`src/rtl/gap_pool_unit_pkg.sv`:
```
// gap_pkg: shared FSM state type and sizing/masking helpers for the global-average-pooling engine.
package gap_pkg;
  typedef enum logic [1:0] {IDLE, ACCUM, OUT} state_t;
  function automatic int acc_w(input int data_w, input int pix_log2);
    return data_w + pix_log2;
  endfunction
  function automatic int cnt_w(input int n);
    return (n <= 1) ? 1 : $clog2(n);
  endfunction
  function automatic logic lane_mask(input int k, input int n);
    return k < n;
  endfunction
endpackage

```
`src/rtl/gap_pool_unit_lane_sum.sv`:
```
// gap_lane_sum: combinational sum of the lanes below the given lane count in one beat.
module gap_lane_sum import gap_pkg::*; #(
  parameter int DATA_W = 10,
  parameter int LANES  = 9
) (
  input  logic [LANES*DATA_W-1:0]           i_data,
  input  logic [$clog2(LANES+1)-1:0]        i_lane_cnt,
  output logic [DATA_W+$clog2(LANES+1)-1:0] o_sum
);
  localparam int SUM_W = DATA_W + $clog2(LANES + 1);
  always_comb begin
    o_sum = '0;
    for (int k = 0; k < LANES; k++)
      o_sum = o_sum + (lane_mask(k, int'(i_lane_cnt)) ? SUM_W'(i_data[k*DATA_W +: DATA_W]) : SUM_W'(0));
  end
endmodule

```
`src/rtl/gap_pool_unit.sv`:
```
// gap_pool_unit: lane-parallel global-average-pooling engine, NUM_CH channels of 2^PIX_LOG2 pixels per start.
// Optional round-half-up averaging when GAP_ROUND_EN is defined; truncating shift otherwise.
module gap_pool_unit import gap_pkg::*; #(
  parameter int DATA_W   = 10,
  parameter int LANES    = 9,
  parameter int PIX_LOG2 = 12,
  parameter int NUM_CH   = 2
) (
  input  logic                        i_clk,
  input  logic                        i_reset,
  input  logic                        i_start,
  input  logic                        i_valid,
  output logic                        o_ready,
  input  logic [$clog2(LANES+1)-1:0]  i_lane_cnt,
  input  logic [LANES*DATA_W-1:0]     i_data,
  output logic                        o_valid,
  input  logic                        i_ready,
  output logic [DATA_W-1:0]           o_data,
  output logic [cnt_w(NUM_CH)-1:0]    o_ch,
  output logic                        o_done,
  output logic                        o_busy,
  output logic                        o_err
);
  localparam int LC_W  = $clog2(LANES + 1);
  localparam int SUM_W = DATA_W + LC_W;
  localparam int ACC_W = acc_w(DATA_W, PIX_LOG2);
  localparam int PC_W  = PIX_LOG2 + 1;
  localparam int CH_W  = cnt_w(NUM_CH);
  localparam logic [PC_W-1:0] PIX_N = PC_W'(1) << PIX_LOG2;
`ifdef GAP_ROUND_EN
  localparam logic [ACC_W-1:0] RND = ACC_W'(1) << (PIX_LOG2 - 1);
`else
  localparam logic [ACC_W-1:0] RND = '0;
`endif
  state_t                r_state, w_next;
  logic [ACC_W-1:0]      r_acc, w_acc_nxt;
  logic [PC_W-1:0]       r_pix, w_rem, w_pix_nxt;
  logic [CH_W-1:0]       r_ch;
  logic [DATA_W-1:0]     r_data, w_avg;
  logic                  r_valid, r_done, r_err;
  logic                  w_legal, w_over, w_fire, w_last, w_hs, w_final_ch;
  logic [LC_W-1:0]       w_req, w_take;
  logic [LANES*DATA_W-1:0] w_masked;
  logic [SUM_W-1:0]      w_sum;
  assign w_legal    = (i_lane_cnt != '0) && (int'(i_lane_cnt) <= LANES);
  assign w_req      = w_legal ? i_lane_cnt : '0;
  assign w_rem      = PIX_N - r_pix;
  assign w_over     = PC_W'(w_req) > w_rem;
  // an overshooting beat is clipped to the pixels still owed to this channel
  assign w_take     = w_over ? w_rem[LC_W-1:0] : w_req;
  assign w_pix_nxt  = r_pix + PC_W'(w_take);
  assign w_fire     = (r_state == ACCUM) && i_valid;
  assign w_last     = w_pix_nxt == PIX_N;
  assign w_hs       = (r_state == OUT) && r_valid && i_ready;
  assign w_final_ch = r_ch == CH_W'(NUM_CH - 1);
  for (genvar k = 0; k < LANES; k++) begin : g_mask
    assign w_masked[k*DATA_W +: DATA_W] = lane_mask(k, int'(w_take)) ? i_data[k*DATA_W +: DATA_W] : '0;
  end
  gap_lane_sum #(.DATA_W(DATA_W), .LANES(LANES)) u_sum (
    .i_data     (w_masked),
    .i_lane_cnt (w_take),
    .o_sum      (w_sum)
  );
  assign w_acc_nxt = r_acc + ACC_W'(w_sum);
  assign w_avg     = DATA_W'((w_acc_nxt + RND) >> PIX_LOG2);
  always_ff @(posedge i_clk) begin
    if (i_reset) r_state <= IDLE;
    else         r_state <= w_next;
  end
  always_comb begin
    w_next = r_state;
    if (r_state == IDLE && i_start) w_next = ACCUM;
    if (w_fire && w_last)           w_next = OUT;
    if (w_hs)                       w_next = w_final_ch ? IDLE : ACCUM;
  end
  always_ff @(posedge i_clk) begin
    if (i_reset) begin
      r_acc   <= '0;
      r_pix   <= '0;
      r_ch    <= '0;
      r_data  <= '0;
      r_valid <= 1'b0;
      r_done  <= 1'b0;
      r_err   <= 1'b0;
    end else begin
      r_done <= 1'b0;
      if (r_state == IDLE && i_start) begin
        r_acc <= '0;
        r_pix <= '0;
        r_ch  <= '0;
        r_err <= 1'b0;
      end
      if (w_fire) begin
        r_acc <= w_acc_nxt;
        r_pix <= w_pix_nxt;
        if (w_over || !w_legal) r_err <= 1'b1;
        if (w_last) begin
          r_valid <= 1'b1;
          r_data  <= w_avg;
        end
      end
      if (w_hs) begin
        r_valid <= 1'b0;
        r_acc   <= '0;
        r_pix   <= '0;
        r_done  <= w_final_ch;
        r_ch    <= w_final_ch ? '0 : r_ch + 1'b1;
      end
    end
  end
  assign o_ready = r_state == ACCUM;
  assign o_busy  = r_state != IDLE;
  assign o_valid = r_valid;
  assign o_data  = r_data;
  assign o_ch    = r_ch;
  assign o_done  = r_done;
  assign o_err   = r_err;
endmodule

```
`config.mk`:
```
export PLATFORM = sky130hd
export DESIGN_NAME = gap_pool_unit
export DESIGN_NICKNAME = d
export VERILOG_FILES = /design/src/rtl/gap_pool_unit_pkg.sv /design/src/rtl/gap_pool_unit_lane_sum.sv /design/src/rtl/gap_pool_unit.sv
export SDC_FILE = /design/constraint.sdc
export NUM_CORES = 1
export LEC_CHECK = 0
export CAP_MARGIN = 10
export CORE_ASPECT_RATIO = 0.8
export CORE_UTILIZATION = 58
export CTS_CLUSTER_SIZE = 30
export DETAILED_ROUTE_END_ITERATION = 12
export MAX_ROUTING_LAYER = met4
export PLACE_DENSITY = 0.82
export SETUP_SLACK_MARGIN = 0.4
export SYNTH_ARGS = -nofsm -noshare
export SYNTH_HDL_FRONTEND = slang
export SYNTH_HIERARCHICAL = 1
export SYNTH_SLANG_ARGS = --single-unit
```
`constraint.sdc`:
```
create_clock -name i_clk -period 27.2 [get_ports i_clk]
set_input_delay 5.44 -clock i_clk [delete_from_list [all_inputs] [get_ports i_clk]]
set_output_delay 5.44 -clock i_clk [all_outputs]
set_load 0.01 [all_outputs]
```
* Word level (Yosys, flattened, before mapping)
Cells that the tools add are included.
** Word-level totals
- Register bits :: 51
- Bits of input ports :: 99
- Output and inout port bits :: 16
- Word-level logic and storage cells :: 77
** Operators by class
- $add $sub $neg :: 12
- $lt $le $gt $ge :: 11
- Equality and inequality tests :: 3
- Multiplexer cells :: 25
- Bitwise operators :: 1
- Reduce and logical (&&, ||, !) cells :: 17
** Operators by type and width (number)
- adder 14 bit :: 8
- 2-to-1 mux 10 bit :: 9
- 2-to-1 mux 22 bit :: 2
- 2-to-1 mux 13 bit :: 2
- adder 22 x 14 -> 22 bit :: 1
- < comparator 3 x 4 -> 1 bit, first input constant :: 4
- adder 13 x 4 -> 13 bit :: 1
- equality test 13 bit, second input constant :: 1
- greater-than comparator 4 x 13 -> 1 bit :: 1
- subtractor 13 bit, first input constant :: 1
- < comparator 1 x 4 -> 1 bit, first input constant :: 2
- < comparator 2 x 4 -> 1 bit, first input constant :: 2
- 2-to-1 mux 4 bit :: 2
- 2-to-1 mux 1 bit :: 7
- logical AND 1 bit :: 6
- 2-to-1 mux 2 bit :: 3
- nonzero test 2 bit :: 3
- less-or-equal comparator 4 bit, second input constant :: 1
- < comparator 4 bit, first input constant :: 1
- nonzero test 4 bit :: 1
- OR reduction 2 bit :: 2
- nonzero test 3 bit :: 1
- equality test 2 x 1 -> 1 bit, second input constant :: 1
- equality test 2 bit, second input constant :: 1
- 6 further kinds :: 6

* Depth between registers and ports, before layout
Gate-level depths: netlist of the first run.
- Depth after elaboration :: 17
- Depth in mapped cells :: 39
- Mapped depth without buffers :: 38

* Hierarchy
The synthesis of the first run kept the hierarchy.
** By module, submodules not included
- gap_pool_unit :: times used 1, cells each 580, area each 4480.5 sq um, sequential area each 1021.0 sq um
- gap_lane_sum :: times used 1, cells each 322, area each 2747.6 sq um, sequential area each 0.0 sq um

* Worst setup path after synthesis of the first run
OpenSTA, ideal clock, no wires.
- Kind :: input port to flip-flop
- From :: input port i_lane_cnt[1]
- To :: register r_acc[21]
- Library setup time :: 91 ps
- Arrival time :: 13552 ps
- Required time :: 27109 ps
- Setup slack :: 13557 ps
- Cell stages on the path :: 37
- Path buffers :: 2
- Cell sequence :: nor2_1 mux2i_1 nand2_1 ha_1 nor2b_1 o21a_1 o21ai_0 a211oi_1 nand4_2 buf_4 o21ai_0 a31o_2 clkbuf_1 nand2_1 fa_1 inv_1 fa_1 fa_1 inv_1 fa_1 inv_1 ha_1 inv_1 fa_1 nand2b_1 a21oi_1 o21ai_0 and2b_1 xnor2_1 ha_1 nand4_1 a211oi_1 o21ai_0 o311a_1 nor2_1 nor2_1 a311oi_1
** Between the ends
- Cells in the longest elaborated chain, start to end :: 17
- Elaborated cells on any way between the ends :: 34
- Those cells by class :: add/sub: 9; order compare: 11; mux: 12; reduce/logical: 2
** RTL lines
- start: declaration :: line gap_pool_unit.sv:14 : input logic [$clog2(LANES+1)-1:0] i_lane_cnt,
- less-or-equal comparator 4 bit or nonzero test 4 bit (tied branches) :: line gap_pool_unit.sv:45 : assign w_legal = (i_lane_cnt != '0) && (int'(i_lane_cnt) <= LANES);
- logical AND 1 bit :: line gap_pool_unit.sv:45
- 2-to-1 mux 4 bit (*) :: line gap_pool_unit.sv:46 : assign w_req = w_legal ? i_lane_cnt : '0;
- greater-than comparator 4 x 13 -> 1 bit :: line gap_pool_unit.sv:48 : assign w_over = PC_W'(w_req) > w_rem;
- 2-to-1 mux 4 bit (*) :: line gap_pool_unit.sv:50 : assign w_take = w_over ? w_rem[LC_W-1:0] : w_req;
- named net w_take[0] :: line gap_pool_unit.sv:42 : logic [LC_W-1:0] w_req, w_take;
- < comparator 1 x 4 -> 1 bit :: line gap_pool_unit_pkg.sv:11 : return k < n;
- 2-to-1 mux 10 bit :: line gap_pool_unit_lane_sum.sv:14 : o_sum = o_sum + (lane_mask(k, int'(i_lane_cnt)) ? SUM_W'(i_data[k*DATA_W +: DATA_W]) : SUM_W'(0));
- adder 14 bit (7 in series) :: line gap_pool_unit_lane_sum.sv:14
- adder 14 bit (*) :: line gap_pool_unit_lane_sum.sv:14
- named net w_sum[8] :: line gap_pool_unit.sv:44 : logic [SUM_W-1:0] w_sum;
- adder 22 x 14 -> 22 bit (*) :: line gap_pool_unit.sv:64 : assign w_acc_nxt = r_acc + ACC_W'(w_sum);
- 2-to-1 mux 22 bit (*) :: line gap_pool_unit.sv:93 : if (w_fire) begin
- end signal: assignment :: line gap_pool_unit.sv:94 : r_acc <= w_acc_nxt;
- end: declaration :: line gap_pool_unit.sv:36 : logic [ACC_W-1:0] r_acc, w_acc_nxt;
The timed path passes the listed nets; every way through them passes the cells marked *.
A chain may end at the register's enable or synchronous reset.

* Worst setup path in the final report of the first run
Same ends and word-level chain as after synthesis.

==> flow_summary.ini, run 1 <==
[setup_path]
critPathMaxStageDelay_ps = 1010
crit_top_cell = fa_1
crit_path_end_kind = register
crit_path_top_delay_cell = mux2i_1
cp.required_ps = 27410
critPathMaxFanout = 20
worst_ep_arrival_time_ps = 16160
worstSetupStartpointType = input port
critical_path_class = input port to register

[route]
drc = 0
dr.first_iter.drc_count = 446
routedWlPerCell_um = 16.07
routed_wl_mm = 18.43
dr.pass1.iters = 5
viasPerCell = 5.711
drtAntennaViolNets = 0
vias = 6551

[finish]
final_util = 0.7060
drive_above_1_share = 0.04221
nets = 1201
antenna_cells = 0
n_fill_cell = 987
final_cell_area_um2 = 8586
area_growth_pct = 18.78

[clock_tree]
cts_setup_buffers = 0
ctsResizeCount = 0
cts_max_level = 2
numClockSinks = 51
cts-hold-fix-buffers = 0
cts_tree = yes
clkSlewWorstSetupHoldPaths_ps = 70
clkLatencyLatePin_ps = 290
clock_path_buffers = 2
cts_buffers = 5
cts_root_buf = clkbuf_16

[floorplanning]
die_x_um = 126.8
start_util = 0.5943
dieArea_um2 = 12920
design.core.area_um2 = 12160
rows = 36
dieHeight_um = 101.9
num_io_pins = 115

[synthesis]
ys_seq_area_frac = 0.1412
synth_top_family_by_area = simple AND/OR/NAND/NOR gates
postSynth.asyncResetShare = 0
syn_area_um2 = 7228
synth_compound_area_frac = 0.1509
yosysWarnings = 6
synth_top_area_cell = fa_1
yosys-top-cells-area = fa_1 19%, dfxtp_1 14%, nor2b_1 7.0%
synthAdderAreaFrac = 0.2597
yosysMostFrequentCell = inv_1
synthMuxAreaShare = 0.03826
synth-xor-area-share = 0.04604
ys_ff_latch = 51
yosys-top-cells-count = 94 x inv_1, 81 x nor2b_1, 75 x nand2_1, 75 x nor2_1
syn_area_per_cell_um2 = 8.014
synthFlopType = dfxtp_1
synth_edf_count = 0
synthCells = 902
ys_types = 74
syn_nets = 1109
synth-simple-area-share = 0.2894
synth_top_area_share = 0.1939

[timing]
worstMarginPinSlew_ps = 1061
relSlewSlack = 0.2723
rsz0062_at_grt = false
fin_crit_sh = 0.5865
slew_viol_final = 0
final-setup-viol-count = 0
period_minus_slack_ps = 15950
clock.fmax_mhz = 62.68
holdWs_ps = 474.9
skew_ps = 8.277
hold_viol = 0
setup_tns_ps = 0

[hold_path]
min_path_type = register to register

[global_routing]
first_global_vias = 6105
grt_max_degree = 38
overflow = 0
antenna_found_initial = 0
grt_pass1_wl_mm = 29.81
groute.usage.overall = 0.3013

[power]
leakage_nw = 3.814
ir_drop_v = 0.00002958
power_density_nw_per_um2 = 34.47

[placed_design]
gp_congestion = 0.9524
dp_hpwl_mm = 14.71
io_buffers = 114
place_area_um2 = 8412

[run_status]
outcome = finished clean

[job]
drv_cap = 0
per-layer routing:
layer | share of wire | GRT usage
met3 | 0.084 | 0.07853
met5 | 0 | -
met4 | 0.0094 | 0.04304
met2 | 0.43 | 0.4370
met1 | 0.48 | 0.4303
worst paths after layout:
| kind | endpoint | slack (ps) | startpoint | depth (start not counted) |
|---|---|---|---|---|
| setup / recovery | r_acc[21]$_SDFFE_PP0P_ | 11250 | i_lane_cnt[1] | 36 |
| setup reg to reg | r_acc[21]$_SDFFE_PP0P_ | 16070 | r_pix[0]$_SDFFE_PP0P_ | 35 |
| hold reg to reg | o_valid$_SDFFE_PP0P_ | 470 | o_valid$_SDFFE_PP0P_ | 2 |
| hold / removal | o_valid$_SDFFE_PP0P_ | 470 | o_valid$_SDFFE_PP0P_ | 2 |
cell families (layout without fill, tap and decap cells):
logic type	after synthesis	in the layout
AOI/OAI and AO/OA	163	163
xor gates and xnor gates	38	38
adders and majority gates	108	108
DFF	51	51
and+or+nand+nor	391	391
muxes	23	23
buffers and inverters	128	221
critical path, delay by kind of cell:
family / cells / cell delay [ps]
simple gates: 10 / 1840
fa+ha+maj: 8 / 3260
mux: 2 / 1430
xor+xnor: 1 / 130
buf+inv: 5 / 1310
compound gates: 10 / 2750
placed cells by master, fill, tap and decap left out, types with 7 or more instances in the layout:
cell type / Yosys / layout
ha_1: 38 / 38
o21ai_0: 33 / 33
a21o_1: 7 / 7
fa_1: 70 / 70
xnor2_1: 18 / 18
nand2b_1: 11 / 11
a311oi_1: 11 / 11
nand2_1: 75 / 75
dfxtp_1: 51 / 51
nand4_1: 10 / 10
and3_1: 8 / 8
xor2_1: 20 / 20
a21oi_1: 41 / 41
mux2i_1: 15 / 15
a22oi_1: 17 / 17
a211oi_1: 9 / 9
nor2_1: 75 / 75
nor2b_1: 81 / 81
and2_1: 70 / 70
inv_1: 94 / 94
clkdlybuf4s50_1: 0 / 114
nor3_1: 13 / 13
nand3_1: 20 / 20
metrics by stage:
step	instances	worst slack, ps	power [W]
2_1_floorplan	902	13560	0.0001813
3_3_place_gp	1139	11470	0.0002196
3_5_place_dp	1139	11020	0.0002214
4_1_cts	1147	11290	0.0002961
5_1_grt	1147	10500	0.0003179
6_report	1147	11250	0.0002960
registers in the layout, summed over array words and instances, names as in the netlist:
register and flops:
o_err 1, r_acc 22, o_done 1, r_state 2, r_pix 13, o_valid 1, o_data 10, o_ch 1
power breakdown:
group / total [W] / leakage (nW) / switching [W] / internal (W)
clock: 0.0000740 / 0.0868 / 0.0000282 / 0.0000458
combinational: 0.000144 / 3.32 / 0.0000794 / 0.0000647
sequential: 0.0000779 / 0.412 / 0.00000149 / 0.0000764
total: 0.000296 / 3.81 / 0.000109 / 0.000187
cell type report:
cell class | count | area [µm²] | share of cell area
Multi-Input combinational cell | 723 | 5669 | 0.6603
Timing Repair Buffer | 119 | 1179 | 0.1373
Sequential cell | 51 | 1021 | 0.1189
Inverter | 94 | 352.8 | 0.04110
Tap cell | 152 | 190.2 | 0.02215
Clock buffer | 6 | 138.9 | 0.01618
Clock inverter | 2 | 35.03 | 0.004080
(Power assumes the default switching activity.)
==> run 2: changes to the inputs <==
--- a/config.mk
+++ b/config.mk
@@ -7,11 +7,11 @@
 export LEC_CHECK = 0
 export CAP_MARGIN = 10
 export CORE_ASPECT_RATIO = 0.8
-export CORE_UTILIZATION = 58
+export CORE_UTILIZATION = 56
 export CTS_CLUSTER_SIZE = 30
 export DETAILED_ROUTE_END_ITERATION = 12
 export MAX_ROUTING_LAYER = met4
-export PLACE_DENSITY = 0.82
+export PLACE_DENSITY = 0.8
 export SETUP_SLACK_MARGIN = 0.4
 export SYNTH_ARGS = -nofsm -noshare
 export SYNTH_HDL_FRONTEND = slang
==> constraint.sdc (replaced) <==
create_clock -name i_clk -period 15.45 [get_ports i_clk]
set_input_delay 3.09 -clock i_clk [delete_from_list [all_inputs] [get_ports i_clk]]
set_output_delay 3.09 -clock i_clk [all_outputs]
set_load 0.01 [all_outputs]
==> run 2 against run 1 <==
Effect of this change: via count down 0.61%; register-to-register slack lost 11000 ps; core utilization decreased by 1.3 points; hold slack better by 9.9 ps; die area is 3.5% higher; final area about the same; sequential share of layout area barely moved; global-route usage up 0.28 points; largest cell class unchanged; highest routed layer unchanged.
==> flow_summary.ini, run 2 (synthesis results as in run 1) <==
[run_status]
outcome = finished clean

[timing]
period_minus_slack_ps = 12980
setup_tns_ps = 0
skew_ps = 6.839
relSlewSlack = 0.4185
hold_viol = 0
final-setup-viol-count = 0
clock.fmax_mhz = 77.04
fin_crit_sh = 0.8402
slew_viol_final = 0
rsz0062_at_grt = false
worstMarginPinSlew_ps = 870.2

[power]
ir_drop_v = 0.00005261
leakage_nw = 3.797
power_density_nw_per_um2 = 58.60

[finish]
final_cell_area_um2 = 8588
largest_reg_flops = 22
final_cell_mix = 114 x clkdlybuf4s50_1, 94 x inv_1, 81 x nor2b_1
regMostFlops = r_acc
nets = 1202
instances_no_fill = 1167
antenna_cells = 0
drive_above_1_share = 0.04317
area_growth_pct = 18.82
final_common_cell = clkdlybuf4s50_1

[setup_path]
ff2ff_setup_slack_ps = 4940
critPathMaxFanout = 20
cp.required_ps = 15650
worst_ep_arrival_time_ps = 13180
worstSetupStartpointType = input port
crit_path_top_delay_cell = a211oi_2
critPathMaxStageDelay_ps = 680
critical_path_class = input port to register
crit_top_cell = fa_1
crit_path_end_kind = register

[route]
dr.pass1.iters = 5
drc = 0
routed_wl_mm = 18.90
vias = 6511
routedWlPerCell_um = 16.19
viasPerCell = 5.579
drtAntennaViolNets = 0
dr.first_iter.drc_count = 405

[global_routing]
groute.usage.overall = 0.3041
antenna_found_initial = 0
grt_pass1_wl_mm = 30.86
grt_max_degree = 35
overflow = 0
first_global_vias = 6116

[clock_tree]
cts_buffers = 5
cts_max_level = 2
clkLatencyLatePin_ps = 300
cts-hold-fix-buffers = 0
ctsResizeCount = 0
cts_setup_buffers = 0
numClockSinks = 51
cts_root_buf = clkbuf_16
clock_path_buffers = 2
clkSlewWorstSetupHoldPaths_ps = 70
cts_tree = yes

[placed_design]
dp.cells = 1159
place_area_um2 = 8443
io_buffers = 114
gp_congestion = 0.9762
dp_hpwl_mm = 15.30

[floorplanning]
die_x_um = 129.0
design.core.area_um2 = 12390
start_util = 0.5835
dieHeight_um = 103.6
rows = 36
dieArea_um2 = 13370
num_io_pins = 115

[hold_path]
min_path_type = register to register

[job]
drv_cap = 0
[run 2: changes by cell type in the layout (fill, tap and decap cells not counted), sizes merged]
cell,delta
clkinvlp,+2
buf,+1
bufinv,-1
clkbuf,-1
[run 2: cell type report]
type,instances,area (µm²)
clock inverters,3,20.02
multi-input cells,723,5669
flip-flops and latches,51,1021
clock buffers,5,125.1
well taps,171,214.0
repair buffers,120,1186
fillers,1057,3799
inverters,94,352.8
[run 2: per-layer routing]
| layer | global-route usage | part of all wire |
|---|---|---|
| met1 | 0.4596 | 0.50 |
| met2 | 0.4236 | 0.43 |
| met3 | 0.06560 | 0.075 |
| met4 | 0.03613 | 0.0042 |
| met5 | - | 0 |
[run 2: through the flow]
| stage | hold WS [ps] | util | total power (W) | worst slack, ps |
|---|---|---|---|---|
| global placement | 460.5 | 0.6816 | 0.0003893 | 2722 |
| finish | 484.9 | 0.6933 | 0.0005033 | 2469 |
| detailed placement | 467.6 | 0.6816 | 0.0003925 | 2362 |
| global route | 528.9 | 0.6933 | 0.0005460 | 1650 |
| floorplan | 447.8 | - | 0.0003192 | 4157 |
| CTS | 483.1 | 0.6933 | 0.0005042 | 2568 |
[run 2: worst paths after layout]
check | startpoint | endpoint | depth (start not counted)
worst min register to register | o_valid$_SDFFE_PP0P_ | o_valid$_SDFFE_PP0P_ | 2
worst min-delay path | o_valid$_SDFFE_PP0P_ | o_valid$_SDFFE_PP0P_ | 2
worst max register to register | r_pix[0]$_SDFFE_PP0P_ | r_acc[21]$_SDFFE_PP0P_ | 36
worst max-delay path | i_lane_cnt[1] | r_acc[21]$_SDFFE_PP0P_ | 37
[run 2: critical path: cells and delay by family]
kind / cells / cell delay [ps]
xor+xnor: 1 / 130
buf+inv: 6 / 1220
mux: 2 / 770
simple gates: 10 / 1910
fa+ha+maj: 8 / 3250
compound gates: 10 / 2800
[run 2: where the power goes]
part | total, W | internal, W | switching (W)
Combinational | 0.000256 | 0.000114 | 0.000142
Clock | 0.000110 | 0.0000597 | 0.0000503
Sequential | 0.000137 | 0.000135 | 0.00000262
